File: src/rtl/vec_load_writeback_if.sv
// vec_load_writeback_if: command, load-data and bank-write signals of the vector load writeback block
interface vec_load_writeback_if #(parameter int BITS = 32);
  logic            CMD_VALID;
  logic            CMD_READY;
  logic [3:0]      CMD_REG;
  logic [4:0]      CMD_COUNT;
  logic            DATA_VALID;
  logic            DATA_READY;
  logic [BITS-1:0] DATA_IN;
  logic            REG_WE;
  logic [3:0]      REG_A;
  logic [BITS-1:0] REG_WD;
  logic [15:0]     PENDING;
  logic            BUSY;
  logic            DONE;
  modport master (
    output CMD_VALID, CMD_REG, CMD_COUNT, DATA_VALID, DATA_IN,
    input  CMD_READY, DATA_READY, REG_WE, REG_A, REG_WD, PENDING, BUSY, DONE
  );
  modport slave (
    input  CMD_VALID, CMD_REG, CMD_COUNT, DATA_VALID, DATA_IN,
    output CMD_READY, DATA_READY, REG_WE, REG_A, REG_WD, PENDING, BUSY, DONE
  );
endinterface

File: src/rtl/vec_load_writeback.sv
// vec_load_writeback: streams a multi-word load into consecutive bank registers via one write port
module vec_load_writeback #(
  parameter int BITS       = 32,
  parameter int PROTECT_R0 = 1
) (
  input logic                CLK,
  input logic                RST,
  vec_load_writeback_if.slave bus
);
  typedef enum logic [1:0] {IDLE, XFER, FIN} state_t;
  state_t      state;
  logic [3:0]  ptr;
  logic [4:0]  rem;
  logic [4:0]  cnt;
  logic [15:0] mask;
  logic        wrote;
  assign cnt = bus.CMD_COUNT > 5'd16 ? 5'd16 : bus.CMD_COUNT;
  for (genvar i = 0; i < 16; i++) begin : g_mask
    assign mask[i] = {1'b0, 4'(i) - bus.CMD_REG} < cnt;
  end
  assign bus.CMD_READY  = state == IDLE;
  assign bus.DATA_READY = state == XFER;
  assign bus.BUSY       = state != IDLE;
  // sequencer: latch command, emit one registered bank write per accepted beat, retire pending bits on capture
  always_ff @(posedge CLK or posedge RST)
    if (RST) begin
      state       <= IDLE;
      ptr         <= 4'd0;
      rem         <= 5'd0;
      wrote       <= 1'b0;
      bus.REG_WE  <= 1'b0;
      bus.REG_A   <= 4'd0;
      bus.REG_WD  <= BITS'(0);
      bus.PENDING <= 16'd0;
      bus.DONE    <= 1'b0;
    end else begin
      bus.REG_WE <= 1'b0;
      bus.DONE   <= 1'b0;
      wrote      <= 1'b0;
      if (wrote) bus.PENDING[bus.REG_A] <= 1'b0;
      case (state)
        IDLE:
          if (bus.CMD_VALID) begin
            ptr         <= bus.CMD_REG;
            rem         <= cnt;
            bus.PENDING <= mask;
            state       <= cnt == 5'd0 ? FIN : XFER;
            bus.DONE    <= cnt == 5'd0;
          end
        XFER:
          if (bus.DATA_VALID) begin
            wrote      <= 1'b1;
            bus.REG_WE <= !(PROTECT_R0 != 0 && ptr == 4'd0);
            bus.REG_A  <= ptr;
            bus.REG_WD <= bus.DATA_IN;
            ptr        <= ptr + 4'd1;
            rem        <= rem - 5'd1;
            if (rem == 5'd1) begin
              state    <= FIN;
              bus.DONE <= 1'b1;
            end
          end
        default: state <= IDLE;
      endcase
    end
endmodule

File: src/flat_wrapper.sv
// flat-port wrapper written by rule: the top's interface ports become plain ports
module vec_load_writeback_flat 
#(
  parameter int BITS       = 32,
  parameter int PROTECT_R0 = 1
)
  (CLK, RST, bus_CMD_VALID, bus_CMD_REG, bus_CMD_COUNT, bus_DATA_VALID, bus_DATA_IN, bus_CMD_READY, bus_DATA_READY, bus_REG_WE, bus_REG_A, bus_REG_WD, bus_PENDING, bus_BUSY, bus_DONE);
  vec_load_writeback_if #(.BITS(BITS)) bus_i ();
  input logic CLK;
  input logic RST;
  input wire logic [$bits(bus_i.CMD_VALID)-1:0] bus_CMD_VALID;
  input wire logic [$bits(bus_i.CMD_REG)-1:0] bus_CMD_REG;
  input wire logic [$bits(bus_i.CMD_COUNT)-1:0] bus_CMD_COUNT;
  input wire logic [$bits(bus_i.DATA_VALID)-1:0] bus_DATA_VALID;
  input wire logic [$bits(bus_i.DATA_IN)-1:0] bus_DATA_IN;
  output wire logic [$bits(bus_i.CMD_READY)-1:0] bus_CMD_READY;
  output wire logic [$bits(bus_i.DATA_READY)-1:0] bus_DATA_READY;
  output wire logic [$bits(bus_i.REG_WE)-1:0] bus_REG_WE;
  output wire logic [$bits(bus_i.REG_A)-1:0] bus_REG_A;
  output wire logic [$bits(bus_i.REG_WD)-1:0] bus_REG_WD;
  output wire logic [$bits(bus_i.PENDING)-1:0] bus_PENDING;
  output wire logic [$bits(bus_i.BUSY)-1:0] bus_BUSY;
  output wire logic [$bits(bus_i.DONE)-1:0] bus_DONE;
  assign bus_i.CMD_VALID = bus_CMD_VALID;
  assign bus_i.CMD_REG = bus_CMD_REG;
  assign bus_i.CMD_COUNT = bus_CMD_COUNT;
  assign bus_i.DATA_VALID = bus_DATA_VALID;
  assign bus_i.DATA_IN = bus_DATA_IN;
  assign bus_CMD_READY = bus_i.CMD_READY;
  assign bus_DATA_READY = bus_i.DATA_READY;
  assign bus_REG_WE = bus_i.REG_WE;
  assign bus_REG_A = bus_i.REG_A;
  assign bus_REG_WD = bus_i.REG_WD;
  assign bus_PENDING = bus_i.PENDING;
  assign bus_BUSY = bus_i.BUSY;
  assign bus_DONE = bus_i.DONE;
  vec_load_writeback #(.BITS(BITS), .PROTECT_R0(PROTECT_R0)) u_core (.CLK(CLK), .RST(RST), .bus(bus_i));
endmodule
File: config.mk
export PLATFORM = sky130hd
export DESIGN_NAME = vec_load_writeback_flat
export DESIGN_NICKNAME = d
export VERILOG_FILES = /design/src/rtl/vec_load_writeback_if.sv /design/src/rtl/vec_load_writeback.sv /design/src/flat_wrapper.sv
export SDC_FILE = /design/constraint.sdc
export NUM_CORES = 1
export LEC_CHECK = 0
export CAP_MARGIN = 20
export CELL_PAD_IN_SITES_DETAIL_PLACEMENT = 1
export CELL_PAD_IN_SITES_GLOBAL_PLACEMENT = 2
export CORE_UTILIZATION = 32
export CTS_CLUSTER_SIZE = 28
export DETAILED_ROUTE_END_ITERATION = 12
export PLACE_DENSITY = 0.85
export SKIP_CTS_REPAIR_TIMING = 1
export SLEW_MARGIN = 20
export SYNTH_ARGS = -nofsm -noshare
export SYNTH_HDL_FRONTEND = slang
export SYNTH_SLANG_ARGS = --single-unit
File: constraint.sdc
create_clock -name CLK -period 3.7 [get_ports CLK]
set_input_delay 1.11 -clock CLK [delete_from_list [all_inputs] [get_ports CLK]]
set_output_delay 1.11 -clock CLK [all_outputs]
set_load 0.05 [all_outputs]
; After elaboration in Yosys (flattened, before gate mapping)
; Cells that the tools add are included.
[word_totals]
register_bits = 66
input_bits = 45
[op_classes]
add_sub_neg = 18
order_cmp = 19
eq_ne = 5
mux = 25
n_bitwise = 2
reduce_logical = 10
[ops]
columns = operator, n
row1 = less-than comparator 4 x 5 -> 1 bit, 16
row2 = 2-to-1 mux 16 bit, 3
row3 = subtractor 4 bit (first input constant), 8
row4 = bitwise AND 16 bit, 1
row5 = NOT 16 bit, 1
row6 = subtractor 3 x 4 -> 4 bit (first input constant), 4
row7 = 2-to-1 mux 5 bit, 3
row8 = one-hot mux 5 bit (2 select lines), 1
row9 = 2-to-1 mux 1 bit, 8
row10 = 2-to-1 mux 2 bit, 4
row11 = 2-to-1 mux 4 bit, 2
row12 = one-hot mux 4 bit (2 select lines), 1
row13 = subtractor 1 x 4 -> 4 bit (first input constant), 2
row14 = subtractor 2 x 4 -> 4 bit (first input constant), 2
row15 = AND reduction 3 bit, 2
row16 = == test 5 x 1 -> 1 bit (second input constant), 1
row17 = > comparator 5 bit (second input constant), 1
row18 = zero test 5 bit, 1
row19 = less-than comparator 4 x 5 -> 1 bit (second input constant), 1
row20 = subtractor 5 x 1 -> 5 bit (second input constant), 1
row21 = adder 4 x 1 -> 4 bit (second input constant), 1
row22 = demux 1 bit (select 4 bit), 1
row23 = >= comparator 4 x 1 -> 1 bit (second input constant), 1
row24 = zero test 4 bit, 1
row25 = other kinds (10), 12

; Logic depth before layout (Yosys ltp)
[logic_depth]
depth_word = 9
mapped_depth = 10
mapped_depth_nobuf = 9

; Worst setup path after synthesis
; Ideal clock, no wire load.
[synth_path]
path_kind = input -> register
start = input port bus_CMD_REG[2]
end = register u_core.bus.PENDING[13]
arrival_time_ns = 2.802
t_required_ns = 3.620
slack_ns = 0.818
path_stages = 10
cell_sequence = clkbuf_1 inv_1 ha_1 inv_1 ha_1 nor2b_1 a22oi_1 nand3_1 a21oi_1 a2bb2oi_1
[synth_between]
elab_chain_cells = 4
[synth_lines]
columns = element, line_no
row1 = from (decl), flat_wrapper.sv:12  ; input wire logic [$bits(bus_i.CMD_REG)-1:0] bus_CMD_REG;
row2 = subtractor 4 bit, vec_load_writeback.sv:19  ; assign mask[i] = {1'b0, 4'(i) - bus.CMD_REG} < cnt;
row3 = less-than comparator 4 x 5 -> 1 bit, vec_load_writeback.sv:19
row4 = 2-to-1 mux 16 bit, vec_load_writeback.sv:43  ; if (bus.CMD_VALID) begin
row5 = 2-to-1 mux 16 bit, vec_load_writeback.sv:41  ; case (state)
row6 = to (signal assigned), vec_load_writeback.sv:46  ; bus.PENDING <= mask;
row7 = to (decl), vec_load_writeback_if.sv:22  ; output CMD_READY, DATA_READY, REG_WE, REG_A, REG_WD, PENDING, BUSY, DONE
; Every way passes these cells.
; A chain may end at the register's enable or synchronous reset.

; Final worst setup path
[layout_path]
start = register u_core.state[1]
end = output port bus_DATA_READY
[layout_between]
elab_chain_cells = 1
[layout_lines]
columns = element, line_no
row1 = from (decl), vec_load_writeback.sv:11  ; state_t state;
row2 = from (signal assigned), vec_load_writeback.sv:47  ; state <= cnt == 5'd0 ? FIN : XFER;
row3 = == test 2 x 1 -> 1 bit, vec_load_writeback.sv:22  ; assign bus.DATA_READY = state == XFER;
row4 = to (decl), flat_wrapper.sv:17  ; output wire logic [$bits(bus_i.DATA_READY)-1:0] bus_DATA_READY;
; Every way passes these cells.

==> out/qor.yml <==
synth:
  synth_top_area_share_pct: 45.6
  synth-seq-cells: 66
  ys.flop_type: "dfrtp_1"
  syn_inst: 346
  synth.avg_cell_area_um2: 10.5
  async_flop_share_pct: 100
  yosysSeqAreaShare_pct: 45.6
  synth_nets: 417
  synth_warnings: 0
  syn-cell-area_um2: 3620
  ys_top_cells_by_area: "dfrtp_1 46%, ha_1 9.0%, mux2_1 5.6%"
  synth.distinct_cells: 47
  yosys.area.top_type: "dfrtp_1"
  synth-edff-count: 0
sta:
  relSlewSlack_pct: 57.9
  fmax_mhz: 295
  finalHoldViolCount: 0
  worst_slew_pin_slew_ns: 0.631
  finalMaxSlewViolations: 0
  min_period_ns: 3.39
  rsz0062_at_grt: "false"
  setup_viol: 0
  fin_setup_tns_ns: 0
  min_period_over_period_pct: 91.7
  clock_skew_ns: 0.00489
clock_network:
  cts_tree: "done"
  htreeDepth: 3
  clockBufferDepth: 2
  cts_root_buf: "clkbuf_16"
  path_clk_slew_ns: 0.06
  clock_latency_ns: 0.33
  clock_sinks: 66
  cts_made_buffers: 9
worst_setup_path:
  startpoint_type: "register"
  crit_slowest_cell: "clkdlybuf4s50_1"
  reg2reg_slack_ns: 1.95
  crit_path_end_kind: "output port"
  arrival_ns: 2.28
  path_cells: "nand2b_1, inv_2, clkdlybuf4s50_1"
  reg2reg_to: "u_core.rem[2]"
  crit_required_ns: 2.59
  reg2reg_depth: 6
  reg2reg_from: "u_core.state[1]"
  crit_buf_inv: 2
  path_delay_family: "buffers and inverters"
  worstSetupPathType: "register to output port"
  cpPeakStageDelay_ns: 0.86
  crit_fanout: 15
min_path:
  hold_depth: 1
  min_to: "u_core.bus.REG_WD[31]"
  hp-class: "register to register"
  hold_start: "u_core.bus.REG_WD[31]"
finish:
  nets: 521
  final_common_cell: "clkdlybuf4s50_1"
  fillCellCount: 1234
  seqCellArea_um2: 1650
  layout-area-overhead-vs-synth_pct: 40.2
  final_cell_area_um2: 5080
  layout_common_cells: "101 x clkdlybuf4s50_1, 66 x dfrtp_1, 27 x a21oi_1"
  multiInputGateArea_um2: 1820
  drive_above_1_share_pct: 10.8
  diodes: 0
place:
  placedInstanceArea_um2: 4830
  dp_hpwl_um: 7940
  port_buffers: 101
  gp_congestion: 0.763
status:
  status: "finished clean"
detailed_routing:
  num_vias: 2960
  wl_um: 10500
  avgRoutedWirePerCell_um: 17.7
  viasPerCell: 4.98
  ant_nets: 0
  drt_iter0_drc: 126
  drc: 0
  drt_pass1_iterations: 5
floorplanning:
  core_um2: 10900
  die_w_um: 108
  die_h_um: 108
  die-area_um2: 11700
  core.rowCount: 38
  initial_core_util_pct: 33.1
  io-pin-count: 102
grt:
  grt_pass1_vias: 3138
  grt_start_max_net_pins: 33
  gr-usage-all-layers_pct: 19.1
  antenna_found_initial: 0
  grt_pass1_wl_um: 17000
  grt_overflow_total: 0
pwr:
  max-vdd-ir-drop_v: 0.000509
  leakage_nw: 2.15
  powerDensity_nw_per_um2: 919
flow_run:
  cap_violations: 0
-- per-stage QoR --
stage | hold slack (ns) | util, % | power [mW] | std cells | worst slack, ns
floorplan | 0.466 | - | 3.01 | 346 | 0.818
global placement | 0.474 | 44.1 | 3.87 | 579 | 0.417
detailed placement | 0.487 | 44.1 | 3.94 | 579 | 0.326
CTS | 0.499 | 46.5 | 4.71 | 594 | 0.279
global route | 0.516 | 46.5 | 4.94 | 594 | 0.205
finish | 0.494 | 46.5 | 4.67 | 594 | 0.306
-- power breakdown --
group	total (mW)	internal, mW	switching, mW
clock	0.748	0.447	0.301
sequential	1.28	1.05	0.232
combinational	2.64	0.924	1.71
-- registers in the layout (all words and copies together), names as in the netlist --
register and count:
u_core.bus.REG_WD 32, u_core.bus.PENDING 16, u_core.rem 5, u_core.bus.REG_A 4, u_core.ptr 4, u_core.state 2
u_core.bus.DONE 1, u_core.bus.REG_WE 1, u_core.wrote 1
-- final cells by class --
type	count	share of cell area [%]
Clock buffer	12	4.66
Clock inverter	3	0.345
Inverter	22	1.63
Multi-Input combinational cell	240	35.8
Sequential cell	66	32.5
Tap cell	140	3.45
Timing Repair Buffer	111	21.6
-- cells in the mapped netlist (2+ instances only) --
cell,instances
maj3_2,3
or3_1,3
a21o_1,8
nor3b_1,2
maj3_1,4
a22oi_1,6
nor2b_1,4
nand2b_1,8
o22ai_1,2
o21ai_0,12
o21ai_1,15
nand3b_1,2
nand3_1,6
mux2_2,15
inv_2,6
dfrtp_1,66
xor2_1,4
inv_1,16
mux2_1,18
nor3_1,3
buf_1,2
buf_2,2
nand2_1,15
a222oi_1,2
clkbuf_1,14
o211ai_1,4
or2_1,2
o31ai_1,2
and3_1,3
ha_1,26
nor2_1,14
a31oi_1,3
a21oi_1,27
a2bb2oi_1,4
a22o_1,2
or3b_1,2
xnor2_1,9
-- logic make-up (layout without fill, tap and decap cells) --
group	Yosys count	after routing	share of synthesized area [%]
AO/OA/AOI/OAI	93	93	16.0
AND/OR/NAND/NOR	68	68	9.81
flip-flops	66	66	45.6
buffers and inverters	40	148	4.21
adder cells (fa/ha/maj)	33	33	11.0
multiplexers	33	33	10.3
XOR/XNOR	13	13	3.14
-- worst max-delay path by stage --
stage	from	end	slack, ns	depth (start not counted)
2_1_floorplan	bus_CMD_REG[2]	u_core.bus.PENDING[13]	0.82	10
3_3_place_gp	bus_CMD_REG[0]	u_core.bus.PENDING[4]	0.42	8
3_5_place_dp	bus_CMD_REG[0]	u_core.bus.PENDING[8]	0.33	8
4_1_cts	u_core.state[1]	bus_DATA_READY	0.28	3
5_1_grt	u_core.state[1]	bus_DATA_READY	0.20	3
6_report	u_core.state[1]	bus_DATA_READY	0.31	3
-- worst reg2reg max path, delay by kind of cell (launching register included) --
kind,cells,cell delay [ns]
buffers and inverters,1,0.23
AO/OA/AOI/OAI,2,0.18
flip-flops,1,0.39
AND/OR/NAND/NOR,3,0.82
-- metal layers --
| layer | track usage [%] | share of wire (%) | wire length, um | vias up |
|---|---|---|---|---|
| met4 | 4.92 | 0.77 | 81 | 0 |
| met2 | 31.5 | 47 | 4900 | 83 |
| li1 | - | - | - | 1435 |
| met3 | 4.88 | 6.1 | 638 | 8 |
| met5 | 0 | 0 | 0 | - |
| met1 | 24.8 | 47 | 4890 | 1434 |
(Power assumes the default switching activity.)
==> variant: new RTL, same flow settings <==
Make the reset (`RST`) synchronous in one clocked block.
--- a/src/rtl/vec_load_writeback.sv
+++ b/src/rtl/vec_load_writeback.sv
@@ -22,7 +22,7 @@
   assign bus.DATA_READY = state == XFER;
   assign bus.BUSY       = state != IDLE;
   // sequencer: latch command, emit one registered bank write per accepted beat, retire pending bits on capture
-  always_ff @(posedge CLK or posedge RST)
+  always_ff @(posedge CLK)
     if (RST) begin
       state       <= IDLE;
       ptr         <= 4'd0;
Check against the original RTL: differs if RST is asserted again (counterexample within 4 cycles, from zero or initial values and one cycle with RST high); with RST held inactive, the same outputs for 4 cycles.
==> variant against the unedited design <==
Core utilization shrank 0.91 points; global-route usage up 1.2 points; routed wire length up 2.6%; die area fell by 6.2%; area after synthesis fell by 6.3%; sequential cell count is the same; worst setup slack gained 310 ps; non-clock buffer count unchanged; design area shrank 7.4%; final cell count increased by 11%; highest routed layer unchanged.
Power is not compared: it rests on default switching activity, and its combinational part moved more than twofold at a synthesized area within 25%.
==> variant: results (changes against the unedited design) <==
<table>
<tr><th>Metric</th><th>Value</th></tr>
<tr><th colspan="2">CTS</th></tr>
<tr><td>Clock transition at the registers of the reported paths</td><td>80 ps (+20 ps)</td></tr>
<tr><td>Root buf cell</td><td>sky130_fd_sc_hd__clkbuf_8</td></tr>
<tr><td>Clock latency on the worst-skew pair</td><td>350 ps (+20 ps)</td></tr>
<tr><th colspan="2">GRT</th></tr>
<tr><td>Vias in the first global route</td><td>3375 (+7.6%)</td></tr>
<tr><td>GR Layer Usage met1</td><td>0.257 (+0.00821)</td></tr>
<tr><td>Pin count of the biggest net entering global routing</td><td>41 (+24%)</td></tr>
<tr><td>Wire length of the first global-routing pass</td><td>17700 um (+4.2%)</td></tr>
<tr><th colspan="2">Routing</th></tr>
<tr><td>Detail Route met2 WL</td><td>5340 um (+8.9%)</td></tr>
<tr><td>Router iterations before antenna repair</td><td>4 (-1)</td></tr>
<tr><td>Metal-1 WL</td><td>4950 um (+1.3%)</td></tr>
<tr><td>Wire length per cell after detailed routing</td><td>16.4 um (-7.5%)</td></tr>
<tr><td>Drt first-iter violations</td><td>96 (-24%)</td></tr>
<tr><td>Overall routed net length</td><td>10800 um (+2.6%)</td></tr>
<tr><th colspan="2">STA</th></tr>
<tr><td>Max Clock Skew</td><td>6.63 ps (+1.74 ps)</td></tr>
<tr><td>Rel. slew slack</td><td>0.432 (-0.146)</td></tr>
<tr><th colspan="2">Yosys</th></tr>
<tr><td>Area contributors post-synth</td><td>sky130_fd_sc_hd__dfxtp_1, sky130_fd_sc_hd__a21oi_1, sky130_fd_sc_hd__nand2_1, sky130_fd_sc_hd__ha_1, sky130_fd_sc_hd__o21ai_0</td></tr>
<tr><td>Post-Synthesis Net Count</td><td>489 (+17%)</td></tr>
<tr><td>Number of unique standard cell types used by synthesis</td><td>52 (+11%)</td></tr>
<tr><th colspan="2">Final layout</th></tr>
<tr><td>NumNets Final</td><td>585 (+12%)</td></tr>
<tr><td>Fraction of final layout cells sized beyond drive strength 1</td><td>0.0746 (-0.0334)</td></tr>
<tr><td>Fill count</td><td>1262 (+2.3%)</td></tr>
<tr><th colspan="2">Place</th></tr>
<tr><td>Weighted congestion at the end of routability-driven global placement</td><td>0.805 (+5.5%)</td></tr>
<tr><td>Total cell area at the placement stage</td><td>0.00450 sq mm (-6.8%)</td></tr>
<tr><th colspan="2">Outcome</th></tr>
<tr><td>Outcome</td><td>complete, no violations</td></tr>
<tr><th colspan="2">Setup path</th></tr>
<tr><td>Critical path's largest stage delay</td><td>560 ps (-300 ps)</td></tr>
</table>
==> variant: changes by cell type after synthesis, moves of 6 or more <==
cell,unedited run,this run
sky130_fd_sc_hd__dfxtp_1,0,66
sky130_fd_sc_hd__nor2_1,14,20
sky130_fd_sc_hd__a21oi_1,27,74
sky130_fd_sc_hd__mux2_1,18,0
sky130_fd_sc_hd__dfrtp_1,66,0
sky130_fd_sc_hd__inv_2,6,0
sky130_fd_sc_hd__nand2_1,15,89
sky130_fd_sc_hd__mux2_2,15,0
sky130_fd_sc_hd__o21ai_1,15,0
==> variant: final cells by class <==
type | count | area [sq um] | share of cell area
Tap cell | 136 | 170 | 0.0362
Timing Repair Buffer | 111 | 1080 | 0.230
Sequential cell | 66 | 1320 | 0.281
Multi-Input combinational cell | 314 | 1870 | 0.397
Inverter | 16 | 60.1 | 0.0128
Clock inverter | 6 | 65.1 | 0.0138
Clock buffer | 10 | 138 | 0.0293
==> variant: final timing paths <==
kind / endpoint / slack, ps / depth (start not counted) / start
worst max-delay path: u_core.bus.PENDING[0] / 620 / 8 / bus_CMD_REG[0]
worst min-delay path: u_core.bus.REG_WD[21] / 460 / 2 / u_core.bus.REG_WD[21]
worst max register to register: u_core.bus.PENDING[9] / 1870 / 5 / u_core.state[1]
worst min register to register: u_core.bus.REG_WD[21] / 460 / 2 / u_core.bus.REG_WD[21]
==> variant: kinds of logic (layout without fill, tap and decap cells) <==
group / after synthesis / in the layout / share of synthesized area
AO/OA/AOI/OAI: 125 / 125 / 0.222
AND/OR/NAND/NOR: 150 / 150 / 0.200
XOR/XNOR: 10 / 10 / 0.0258
flip-flops: 66 / 66 / 0.389
adder cells (fa/ha/maj): 26 / 26 / 0.0936
buffers and inverters: 42 / 143 / 0.0608
multiplexers: 3 / 3 / 0.00885
